**config.mk**
```make
export PLATFORM = sky130hd
export DESIGN_NAME = multiplier
export DESIGN_NICKNAME = d
export VERILOG_FILES = /design/src/rtl/mult_pkg.sv /design/src/rtl/mult_datapath.sv /design/src/rtl/multiplier.sv
export SDC_FILE = /design/constraint.sdc
export NUM_CORES = 1
export LEC_CHECK = 0
export CORE_MARGIN = 8
export CORE_UTILIZATION = 30
export CTS_CLUSTER_SIZE = 24
export DETAILED_ROUTE_END_ITERATION = 10
export GPL_ROUTABILITY_DRIVEN = 1
export GPL_TIMING_DRIVEN = 1
export REMOVE_ABC_BUFFERS = 1
export SLEW_MARGIN = 20
export SYNTH_ARGS = -nofsm -noshare
export SYNTH_HDL_FRONTEND = slang
export SYNTH_SLANG_ARGS = --single-unit
```
**constraint.sdc**
```tcl
create_clock -name clk -period 4.8 [get_ports clk]
set_input_delay 0.48 -clock clk [delete_from_list [all_inputs] [get_ports clk]]
set_output_delay 0.48 -clock clk [all_outputs]
set_load 0.05 [all_outputs]
```
**src/rtl/mult_pkg.sv**
```systemverilog
// Shared constants and types for the shift-add multiplier.
package mult_pkg;

  localparam int W_DEF = 10;
  localparam int CNT_W = $clog2(W_DEF);

  typedef enum logic [1:0] {
    IDLE = 2'd0,
    CALC = 2'd1,
    DONE = 2'd2
  } state_e;

  // Counter width for an arbitrary operand width. W=1 is clamped to one bit
  // because a zero-width counter cannot be declared.
  function automatic int cnt_width(input int w);
    return (w < 2) ? 1 : $clog2(w);
  endfunction

endpackage

```
**src/rtl/mult_datapath.sv**
```systemverilog
// Multiplier datapath: operand, accumulator and carry registers, W+1-bit
// adder, right shifter and iteration counter.
module mult_datapath
  import mult_pkg::*;
#(
  parameter int W  = W_DEF,
  parameter int CW = cnt_width(W)
) (
  input  logic           clk,
  input  logic           clr,
  input  logic           ld,
  input  logic           step,
  input  logic [W-1:0]   a_in,
  input  logic [W-1:0]   b_in,
  output logic           cnt_last,
  output logic [2*W-1:0] product
);

  logic [W-1:0]  m_q, m_d;
  logic [W-1:0]  acc_q, acc_d;
  logic [W-1:0]  q_q, q_d;
  logic          c_q, c_d;
  logic [CW-1:0] cnt_q, cnt_d;
  logic [W:0]    sum;

  // One iteration: conditional add into {C,ACC}, then shift {C,ACC,Q} right.
  // product is the post-shift {ACC,Q}, so on the last step it is the result.
  always_comb begin
    sum     = q_q[0] ? ({1'b0, acc_q} + {1'b0, m_q}) : {c_q, acc_q};
    product = {sum, q_q[W-1:1]};

    m_d   = m_q;
    acc_d = acc_q;
    q_d   = q_q;
    c_d   = c_q;
    cnt_d = cnt_q;
    if (ld) begin
      m_d   = a_in;
      q_d   = b_in;
      acc_d = '0;
      c_d   = 1'b0;
      cnt_d = '0;
    end else if (step) begin
      acc_d = product[2*W-1:W];
      q_d   = product[W-1:0];
      c_d   = 1'b0;
      cnt_d = cnt_q + CW'(1);
    end
  end

  assign cnt_last = (cnt_q == CW'(W - 1));

  // Datapath registers; clear has priority over load and step.
  always_ff @(posedge clk) begin
    if (clr) begin
      m_q   <= '0;
      acc_q <= '0;
      q_q   <= '0;
      c_q   <= 1'b0;
      cnt_q <= '0;
    end else begin
      m_q   <= m_d;
      acc_q <= acc_d;
      q_q   <= q_d;
      c_q   <= c_d;
      cnt_q <= cnt_d;
    end
  end

endmodule

```
**src/rtl/multiplier.sv**
```systemverilog
// Sequential radix-2 shift-add unsigned multiplier with start/busy/valid
// handshake. The controller FSM lives here; arithmetic is in mult_datapath.
//
// state | meaning
// IDLE  | waiting for start
// CALC  | iterating, one multiplier bit per cycle (busy)
// DONE  | single cycle with fresh p_out/ovf (valid); start re-accepts
module multiplier
  import mult_pkg::*;
#(
  parameter int W = W_DEF
) (
  input  logic           clk,
  input  logic           sclr,
  input  logic           start,
  input  logic [W-1:0]   a_in,
  input  logic [W-1:0]   b_in,
  output logic [2*W-1:0] p_out,
  output logic           ovf,
  output logic           busy,
  output logic           valid
);

  state_e         state_q, state_d;
  logic           ld, step, cnt_last;
  logic [2*W-1:0] product;
  logic [2*W-1:0] p_out_q, p_out_d;
  logic           ovf_q, ovf_d;

  mult_datapath #(.W(W)) u_datapath (
    .clk      (clk),
    .clr      (sclr),
    .ld       (ld),
    .step     (step),
    .a_in     (a_in),
    .b_in     (b_in),
    .cnt_last (cnt_last),
    .product  (product)
  );

  // Next-state, datapath strobes and result capture on the final iteration.
  always_comb begin
    state_d = state_q;
    ld      = 1'b0;
    step    = 1'b0;
    p_out_d = p_out_q;
    ovf_d   = ovf_q;
    case (state_q)
      IDLE: begin
        if (start) begin
          ld      = 1'b1;
          state_d = CALC;
        end
      end
      CALC: begin
        step = 1'b1;
        if (cnt_last) begin
          p_out_d = product;
          ovf_d   = |product[2*W-1:W];
          state_d = DONE;
        end
      end
      DONE: begin
        if (start) begin
          ld      = 1'b1;
          state_d = CALC;
        end else begin
          state_d = IDLE;
        end
      end
      default: state_d = IDLE;
    endcase
  end

  // State and result registers.
  always_ff @(posedge clk) begin
    if (sclr) begin
      state_q <= IDLE;
      p_out_q <= '0;
      ovf_q   <= 1'b0;
    end else begin
      state_q <= state_d;
      p_out_q <= p_out_d;
      ovf_q   <= ovf_d;
    end
  end

  assign p_out = p_out_q;
  assign ovf   = ovf_q;
  assign busy  = (state_q == CALC);
  assign valid = (state_q == DONE);

endmodule

```
==> out/qor.txt <==
Fillers = 916
Mean Syn Cell Area = 8.36 sq um
Net count, final = 398
Post-CTS Setup Inserts = 0
IO Pins = 46
Pwr per Cell Area = 299 nW/um^2
Ys flop type = dfxtp_1
TNS Setup = 0 ns
Count leader, synth = nand2_1
Critical Path Slowest Stage Cell = clkdlybuf4s50_1
Post-synthesis adder-cell area fraction = 6.34%
First-pass GRT wire length = 11600 microns
Multi-input logic area = 1440 sq um
Layout area overhead = 26.3%
Vias in the first global route = 2353
RePlAce Congestion = 0.796
TritonRoute pass-1 iters = 5
Min Tclk post-route = 2.73 ns
Reg2reg path depth = 10
Die ar. = 12200 sq um
Post-Synthesis Cells = 321
Pin count of the biggest net entering global routing = 45
Clk slew on worst S/H paths = 0.06 ns
Worst stage delay on the critical path = 0.87 ns
Fin. Hold Viols = 0
Required @ worst endpoint = 4.32 ns
Die Wd = 111 microns
Gr ovfl total = 0
Mapped Area = 2680 sq um
Vias per cell = 4.89
Non-Filler Instances = 475
Post-Place Cells = 459
All-layer global routing usage = 11.5%
EDFF count, synth = 0
Clk_lat worst skew = 0.34 ns
VDD IR max = 0.130 mV
Syn. warnings = 0
F_max = 366 MHz
Final period util = 56.9%
Largest cells by area after synthesis = dfxtp_1 43%, nand2_1 9.5%, a21oi_1 7.1%, ha_1 5.6%, a211oi_1 4.5%
CP Max Fanout = 31
Via count = 2324
Setup crit end kind = output port
Remaining DRCs = 0
Crit path buf inv count = 3
Register Area = 1140 sq um
CTS Hold Bufs = 0
Largest family of logic cells by synthesized area = compound AO/OA/AOI/OAI gates
Xor/xnor share of the synthesized area = 2.61%
Worst hold path cell count = 2
Crit-path cells = nand2b_1, inv_1, buf_4, clkdlybuf4s50_1
Final wirelength = 6800 microns
Chip height = 111 microns
Root Driver = clkbuf_8
Status = complete, no violations
Seq/Total Area, Yosys = 42.5%
Slew Viols, Final = 0
Initial antenna violation count = 0
PortBufs = 45
Antenna Cells = 0
Maxcap violations = 0
RSZ-0062 raised after global routing = false
Placed inst area = 3220 sq um
Clock tree from TritonCTS = yes
Setup violations, final = 0
CP Class = flip-flop to output port
Post-DRT Antenna Nets = 0
Crit path max-delay family = buffers and inverters
Total CTS buffers = 9
Slew Limit Headroom = 40.8%
Area of the core = 8680 sq um
Clock Tree Buf Depth = 2
Gr busiest metal = met2
Yosys top cell by area = dfxtp_1
Drt initial violations = 99
Mux contribution to synthesized area = 2.61%
Average wire per cell in the routed design = 14.3 microns
Clock sinks = 57
Simple-gate portion of the synthesized area = 19.5%
Design Area, Final = 3390 sq um
Flops & latches, synth = 57
Hold crit path type = flip-flop to flip-flop
Fraction of registers with async set/reset = 0%
Met3 GRT Util = 4.60%
Post-synthesis compound-gate area fraction = 22.7%
Core Rows = 34
Share of cells above drive strength 1 = 7.36%
Distinct cells, synth = 47
Crit start category = flip-flop
WP data arrival = 2.25 ns
Cts repair resizes = 0
LEAKAGE = 1.23 nW
Met1 GRT Util = 13.4%
Grt met2 use = 18.8%
Initial Util = 30.9%
Reg2reg setup slack = 2.34 ns
Detail Placement HPWL = 4790 microns
Final Skew = 0.00779 ns
CP Depth = 4
Synth cell count leaders = 68 x nand2_1, 57 x dfxtp_1, 38 x a21oi_1
H-tree depth = 3
Least-Margin Pin Slew = 0.887 ns
Yosys top cell area share = 42.5%
==> kinds of logic (layout without fill, tap and decap cells) <==
kind of cell,Yosys count,after routing
multiplexers,7,7
buffers and inverters,26,72
XOR/XNOR,8,8
flip-flops,57,57
AO/OA/AOI/OAI,89,89
AND/OR/NAND/NOR,121,121
adder cells (fa/ha/maj),13,13
==> area by class of cell <==
cell class,count,area share [%]
Sequential cell,57,33.7
Clock inverter,5,0.960
Clock buffer,11,3.88
Inverter,7,0.775
Multi-Input combinational cell,238,42.5
Timing Repair Buffer,49,14.2
Tap cell,108,3.99
==> state kept, by name, summed over array words and instances (netlist names) <==
signal,flops
p_out,20
u_datapath.acc_q,10
u_datapath.m_q,10
u_datapath.q_q,10
u_datapath.cnt_q,4
state_q,2
ovf,1
==> stage by stage <==
stage               hold WS (ns)  worst slack [ns]  utilization [%]  power [mW]
CTS                        0.459              2.05             39.0        1.03
global route               0.481              1.95             39.0        1.07
finish                     0.454              2.07             39.0        1.01
global placement           0.442              2.42             37.2       0.640
floorplan                  0.434              2.53                -       0.590
detailed placement         0.450              2.34             37.2       0.643
==> final timing paths <==
check / endpoint / from
min: p_out[18] / p_out[18]
max reg2reg: ovf / u_datapath.acc_q[0]
min reg2reg: p_out[18] / p_out[18]
max: busy / state_q[1]
==> tightest hold or removal path, delay by kind of cell (launching register included) <==
family | cells | cell delay (ns)
flip-flops | 1 | 0.31
AND/OR/NAND/NOR | 1 | 0.05
AO/OA/AOI/OAI | 1 | 0.05
==> where the power goes <==
part	leakage [nW]	total [mW]	internal, mW	switching (mW)
clock	0.0753	0.380	0.185	0.195
sequential	0.464	0.507	0.490	0.0177
combinational	0.691	0.125	0.0544	0.0702
total	1.23	1.01	0.729	0.283
==> cell usage in the layout, fill, tap and decap left out, types with 5 or more instances in the layout <==
master / instances
inv_1: 7
clkdlybuf4s50_1: 45
mux2i_1: 7
dfxtp_1: 57
ha_1: 12
a22oi_1: 10
a211oi_1: 16
nand2b_1: 5
a21oi_1: 38
nor2_1: 30
clkbuf_8: 9
nand2_1: 68
==> routing by layer <==
| layer | part of all wire, % | up-vias |
|---|---|---|
| met5 | 0 | - |
| met4 | 1.2 | 0 |
| met3 | 3.9 | 8 |
| met2 | 48 | 47 |
| li1 | - | 1204 |
| met1 | 47 | 1065 |
Note: power is estimated with default switching activity, not from simulation.
